==> config.mk <==
export PLATFORM = sky130hd
export DESIGN_NAME = boot_code_cpu
export DESIGN_NICKNAME = d
export VERILOG_FILES = /design/src/rtl/boot_code_cpu.sv
export SDC_FILE = /design/constraint.sdc
export NUM_CORES = 2
export LEC_CHECK = 0
export BUFFER_PORTS_ARGS = -buffer_cell sky130_fd_sc_hd__buf_4
export CORE_MARGIN = 4
export CORE_UTILIZATION = 32
export CTS_CLUSTER_SIZE = 30
export DETAILED_ROUTE_END_ITERATION = 10
export SLEW_MARGIN = 20
export SYNTH_ARGS = -nofsm -noshare
export SYNTH_HDL_FRONTEND = slang
export SYNTH_SLANG_ARGS = --single-unit
==> constraint.sdc <==
create_clock -name clk -period 24.7 [get_ports clk]
set_input_delay 6.175 -clock clk [delete_from_list [all_inputs] [get_ports clk]]
set_output_delay 6.175 -clock clk [all_outputs]
set_load 0.05 [all_outputs]
==> src/rtl/boot_code_cpu.sv <==
// -----------------------------------------------------------------------------
// boot_code_cpu
//
// Boot-code interpreter core. It fetches 16-bit instructions from an external
// synchronous program ROM and executes nop/acc/jmp/halt. A visited bitmap
// records every executed address. The run stops on the first attempt to
// re-execute an address (looped=1), or when the program ends (looped=0). A
// program ends on halt or when the next pc falls outside 0..PROG_LEN-1. The
// accumulator is then latched onto value, and output_valid stays high until
// rst.
//
// Instruction word: [15:14] opcode (00 nop, 01 acc, 10 jmp, 11 halt),
//                   [13:0]  signed argument.
//
// Parameters:
//   ADDR_W       program address width; the bitmap holds 2^ADDR_W bits
//   PROG_LEN     number of valid instructions, 1..2^ADDR_W
//
// Ports:
//   clk          rising-edge clock
//   rst          synchronous active-high reset
//   enable       when low, all non-DONE state holds
//   instr_addr   registered ROM read address
//   instr_data   ROM word for the address driven in the previous cycle
//   output_valid sticky result-valid flag
//   value        accumulator snapshot at stop
//   looped       1 = stopped on repeat, 0 = terminated
//
// state | meaning
// ------+-----------------------------------------------------------------
// CLEAR | zero one visited bit per enabled cycle, 0..PROG_LEN-1
// FETCH | instr_addr already holds pc; read visited[pc]
// EXEC  | check visited bit, then execute the ROM word or stop
// DONE  | result latched; hold until rst (enable ignored)
// -----------------------------------------------------------------------------
module boot_code_cpu #(
    parameter int ADDR_W   = 10,
    parameter int PROG_LEN = 1024
) (
    input  logic              clk,
    input  logic              rst,
    input  logic              enable,
    output logic [ADDR_W-1:0] instr_addr,
    input  logic [15:0]       instr_data,
    output logic              output_valid,
    output logic [15:0]       value,
    output logic              looped
);

    typedef enum logic [1:0] {CLEAR, FETCH, EXEC, DONE} state_t;

    localparam logic [1:0] OP_NOP  = 2'b00;
    localparam logic [1:0] OP_ACC  = 2'b01;
    localparam logic [1:0] OP_JMP  = 2'b10;
    localparam logic [1:0] OP_HALT = 2'b11;

    localparam int DEPTH = 1 << ADDR_W;
    // Wide enough for pc + any 14-bit argument without overflow, plus sign.
    localparam int SUM_W = ((ADDR_W > 14) ? ADDR_W : 14) + 2;
    localparam logic [ADDR_W-1:0]       CLR_LAST = ADDR_W'(PROG_LEN - 1);
    localparam logic signed [SUM_W-1:0] LEN_S    = SUM_W'(PROG_LEN);

    state_t             state;
    logic [ADDR_W:0]    pc;
    logic [15:0]        acc;
    logic [ADDR_W-1:0]  clr_cnt;
    logic [DEPTH-1:0]   visited;
    logic               vis_q;

    logic [1:0]              opcode;
    logic [15:0]             arg16;
    logic [15:0]             acc_exec;
    logic signed [SUM_W-1:0] arg_s;
    logic signed [SUM_W-1:0] pc_s;
    logic signed [SUM_W-1:0] npc_s;
    logic                    npc_out;

    logic                    vis_we;
    logic [ADDR_W-1:0]       vis_wa;
    logic                    vis_wd;

    always_comb begin
        opcode   = instr_data[15:14];
        arg16    = {{2{instr_data[13]}}, instr_data[13:0]};
        arg_s    = {{(SUM_W-14){instr_data[13]}}, instr_data[13:0]};
        pc_s     = {{(SUM_W-ADDR_W-1){1'b0}}, pc};
        npc_s    = (opcode == OP_JMP) ? pc_s + arg_s : pc_s + SUM_W'(1);
        npc_out  = npc_s[SUM_W-1] || (npc_s >= LEN_S);
        acc_exec = (opcode == OP_ACC) ? acc + arg16 : acc;
    end

    // Single write port: CLEAR zeroes clr_cnt, EXEC marks pc once it is
    // known not to be a repeat.
    always_comb begin
        vis_we = 1'b0;
        vis_wa = clr_cnt;
        vis_wd = 1'b0;
        if (!rst && enable) begin
            if (state == CLEAR) begin
                vis_we = 1'b1;
            end else if (state == EXEC && !vis_q) begin
                vis_we = 1'b1;
                vis_wa = pc[ADDR_W-1:0];
                vis_wd = 1'b1;
            end
        end
    end

    // Bitmap storage carries no reset; CLEAR rewrites every used bit.
    always_ff @(posedge clk) begin
        if (vis_we) begin
            visited[vis_wa] <= vis_wd;
        end
    end

    always_ff @(posedge clk) begin
        if (rst) begin
            state        <= CLEAR;
            pc           <= '0;
            acc          <= '0;
            clr_cnt      <= '0;
            vis_q        <= 1'b0;
            instr_addr   <= '0;
            output_valid <= 1'b0;
            value        <= '0;
            looped       <= 1'b0;
        end else if (enable && state != DONE) begin
            case (state)
                CLEAR: begin
                    if (clr_cnt == CLR_LAST) begin
                        state      <= FETCH;
                        pc         <= '0;
                        acc        <= '0;
                        instr_addr <= '0;
                    end else begin
                        clr_cnt <= clr_cnt + ADDR_W'(1);
                    end
                end
                FETCH: begin
                    vis_q <= visited[pc[ADDR_W-1:0]];
                    state <= EXEC;
                end
                EXEC: begin
                    if (vis_q) begin
                        // Repeat detected before execution: acc untouched.
                        state        <= DONE;
                        output_valid <= 1'b1;
                        value        <= acc;
                        looped       <= 1'b1;
                    end else begin
                        case (opcode)
                            OP_HALT: begin
                                state        <= DONE;
                                output_valid <= 1'b1;
                                value        <= acc;
                                looped       <= 1'b0;
                            end
                            OP_NOP, OP_ACC, OP_JMP: begin
                                acc <= acc_exec;
                                if (npc_out) begin
                                    state        <= DONE;
                                    output_valid <= 1'b1;
                                    value        <= acc_exec;
                                    looped       <= 1'b0;
                                end else begin
                                    // ROM address is set here, so the FETCH
                                    // cycle already presents the new pc.
                                    pc         <= npc_s[ADDR_W:0];
                                    instr_addr <= npc_s[ADDR_W-1:0];
                                    state      <= FETCH;
                                end
                            end
                        endcase
                    end
                end
                DONE: ;
            endcase
        end
    end

endmodule

After elaboration in Yosys (flattened, before gate mapping)
Index checks and enable logic that the tools add are counted. W data, S select, Z words.

Add/subtract/negate cells: 4. Muxes and demuxes: 43. Order comparisons: 4. Reduce and logical (&&, ||, !) cells: 18. Eq/ne operators: 12. Bitwise gates (word level): 1.

Operator list (count): $bwmux W1024 (1); $mux W16 (7); $mux W10 (7); $pmux W16 S2 (2); $mux W11 (4); $lt A10 B11 Y1 const B (2); $pmux W11 S2 (1); $pmux W10 S2 (1); $add A16 B16 Y16 (1); $ge A16 B12 Y1 const B (1); $add A12 B14 Y15 (1); $add A11 B1 Y12 const B (1); $mux W1 (11); $add A10 B1 Y10 const B (1); $bmux W1 S10 (1); $demux W1 S10 (1); $eq A10 B10 Y1 const B (1); $ge A10 B1 Y1 const B (1); $reduce_and A3 Y1 (3); $eq A2 B2 Y1 const B (3); $mux W2 (3); $ne A2 B2 Y1 const B (3); $pmux W2 S3 (1); $reduce_and A6 Y1 (1); 15 further kinds (23).

Bits in registers: 1092. Output and inout port bits: 28. Bits of input ports: 19. Logic and storage cells: 92.

Depth between registers and ports, before layout
Depth in word-level cells: 10. Mapped depth: 15. Mapped depth without buffers: 12.

Worst setup path after synthesis
Ideal clock, no wire load.

Path kind: in2reg. Start point: in enable. End point: reg visited[388], enable pin. Data required time: 24446 ps. Stages on the path: 7. Arrival: 20310 ps. Setup time: 254 ps. Buffers on the path: 1. Setup slack: 4136 ps. Cell sequence: nor2b_1 nand2_1 inv_1 o31ai_1 nand2_1 buf_1 nor2_1.

Word-level cells in the longest chain between the ends: 2.

RTL lines: start: declaration (line 42) `input logic enable,`; $logic_and A1 B1 Y1 (line 98) `if (!rst && enable) begin`; $mux W1 (line 98); end signal: indexed assignment (line 112) `visited[vis_wa] <= vis_wd;`; end: declaration (line 67) `logic [DEPTH-1:0] visited;`.

Every way passes these cells. A chain may end at the register's enable or synchronous reset.

Worst setup path in the final report
Start point: in enable. End point: reg visited[399], enable pin.

Same word-level chain as after synthesis.

==> metrics.yaml <==
status: "completed"
syn_area_per_cell_sq_um: 13.94
critPathMaxFanout: 136
async_flop_share_pct: 0
max-cap-violations: 0
post-route-period-util_pct: 37.50
routed_wl_um: 129500
antenna_cells: 0
drt-met1-wl_um: 54580
setup_viol: 0
arrival_ns: 9.63
skew_ns: 0.03241
clkTransAtPathRegs_ns: 0.06
yosysTopAreaCellShare_pct: 63.55
multi_input_area_sq_um: 14980
synth_warnings: 0
regArea_sq_um: 31920
synth_largest_area_cell: "edfxtp_1"
grt_max_degree: 314
period_needed_ns: 9.262
setup-tns-final_ns: 0
portBuffers: 46
yosys-top-cells-count: "nor2_1 (1119), edfxtp_1 (1024), mux4_2 (226)"
post_cts_buffers: 0
cts-htree-levels: 3
synth_edf_count: 1024
ys_top_cells_by_area: "edfxtp_1 (64%), mux4_2 (11%), nor2_1 (8.7%)"
worstMarginPinSlew_ns: 1.120
rsz0062_at_grt: "no"
wl_met3_um: 10700
cts_hold_buf: 0
die-area_sq_um: 157500
fin_ws_ns: 15.44
worstSkewPairLatency_ns: 0.71
num_rows: 142
cp-start-kind: "input port"
post-place-ws_ns: 14.78
slew_violations: 0
syn_inst: 3470
hp-class: "reg -> reg"
via_per_inst: 5.325
drt_iter0_drc: 3801
gp_congestion: 0.7848
io_pins: 47
ys_ff_latch: 1082
drive_gt1_share_pct: 17.05
start_util_pct: 32.23
fillers: 14358
endpoint_kind: "flop"
p_per_area_nw_per_um2: 68.15
grt_pass1_wl_um: 190800
ctsResizeCount: 0
vias: 29198
worstPathRequired_ns: 25.07
die_h_um: 396.9
synth-main-ff-cell: "edfxtp_1"
synth.distinct_cells: 69
cts_tree: "built"
ir_worst_vdd_uv: 61.49
drtPass1Iterations: 5
cts_buffers: 111
dp_hpwl_um: 67370
synth.most_common_cell: "nor2_1"
nNetsFinal: 3430
cts.sinks: 1082
wire_per_inst_um: 23.62
die_x_um: 396.9
grt_use_total_pct: 16.12
drc: 0
syn-num-nets: 3524
fmax_ghz: 0.1080
leakagePower_nw: 17.97
rrSetupSlack_ns: 18.92
met2_wirelength_um: 61070
grt_pass1_vias: 28580
core_sq_um: 150100
cts-root-buf: "clkbuf_16"
seq_area_frac_synth_pct: 65.95
overflow: 0
synth_area_sq_um: 48390
hold_viol_final: 0
slew_headroom_pct: 25.13
clock_path_buffers: 3
drtAntennaViolNets: 0
path_class: "in -> reg"
antenna_found_initial: 2
top_layer: "met4"
areaGrowthSynthToFinish_pct: 11.67
==> sequential cells by signal, indices dropped and copies added (netlist names) <==
name and count:
clr_cnt 10, acc 16, instr_addr 9, state 2, vis_q 1, value 16
pc 2, visited 1024, looped 1, output_valid 1
==> cell type report <==
| cell class | instances | share of cell area, % |
|---|---|---|
| flip-flops and latches | 1082 | 59.08 |
| multi-input cells | 2048 | 27.73 |
| clock buffers | 131 | 5.319 |
| well taps | 2016 | 4.668 |
| repair buffers | 114 | 1.704 |
| clock inverters | 73 | 1.359 |
| inverters | 19 | 0.1459 |
==> cells in the final DEF, fill, tap and decap left out, types with 6 or more instances in the layout <==
cell          n
mux4_2      226
o211ai_1      6
a22o_1       27
a211oi_2      6
o21ai_1       6
inv_1        16
a22oi_1      66
bufinv_16    12
xnor2_1      18
xor2_1       10
and2_1        9
nand2_4       6
a31oi_1       6
clkbuf_1     19
clkinv_2     20
a21o_1        7
o31ai_1       6
a221oi_2      6
clkinv_1     35
o22ai_1      23
o21ai_0      36
dfxtp_1      55
ha_1         33
edfxtp_1   1024
mux4_1       34
a21oi_1      71
nor2_1     1115
nand2_2      50
nor2b_1      17
clkbuf_16   112
a211oi_1      6
nand2b_1      9
buf_4       108
nand3_1      23
nor3_1       34
mux2i_1      28
nand2_1      58
a221oi_1     21
==> stage by stage <==
stage / instance area [sq um] / cells / hold slack [ns] / power (W) / utilization [%]
2_1_floorplan: 48390 / 3470 / 0.4363 / 0.002033 / -
3_3_place_gp: 50330 / 5278 / 0.4589 / 0.002046 / 33.52
3_5_place_dp: 50330 / 5278 / 0.4729 / 0.002046 / 33.52
4_1_cts: 53940 / 5482 / 0.4818 / 0.003708 / 35.93
5_1_grt: 54030 / 5483 / 0.5246 / 0.003785 / 35.99
6_report: 54030 / 5483 / 0.4839 / 0.003682 / 35.99
==> routing by layer <==
layer | vias up | global-route usage, %
li1 | 12642 | -
met1 | 15173 | 22.45
met2 | 1190 | 25.97
met3 | 193 | 3.180
met4 | 0 | 4.027
met5 | - | 0
==> kinds of logic (layout without fill, tap and decap cells) <==
group	Yosys count	after routing	share of synthesized area [%]
DFF	1082	1082	65.95
AOI/OAI and AO/OA	333	333	4.905
muxes	292	292	13.04
xor gates and xnor gates	28	28	0.5068
and+or+nand+nor	1360	1360	11.10
adders and majority gates	35	35	0.9361
buffers and inverters	340	337	3.568
==> where the power goes <==
group,switching [W],total (W),internal [W]
Combinational,0.0000219,0.0000313,0.00000937
Sequential,0.000000638,0.00198,0.00198
Clock,0.000718,0.00167,0.000957
Total,0.000741,0.00368,0.00294
==> worst max-delay path, cell delays in order <==
cell	delay, ns
buf_4	0.12
nor2b_1	0.18
nand2_1	0.09
buf_4	0.32
inv_8	0.29
or3_1	0.39
o21ai_0	0.12
nor2b_1	0.72
nand2_1	0.85
nor2_1	0.35
==> worst paths after layout <==
path                                            startpoint                        end  depth (start not counted)
worst min-delay path             output_valid$_SDFFE_PP0P_  output_valid$_SDFFE_PP0P_                          2
worst max register to register  instr_addr[0]$_SDFFE_PP0P_         vis_q$_SDFFE_PP0P_                         12
worst min register to register   output_valid$_SDFFE_PP0P_  output_valid$_SDFFE_PP0P_                          2
worst max-delay path                                enable     visited[399]$_DFFE_PP_                         10
Power figures use the tool's default switching activity.
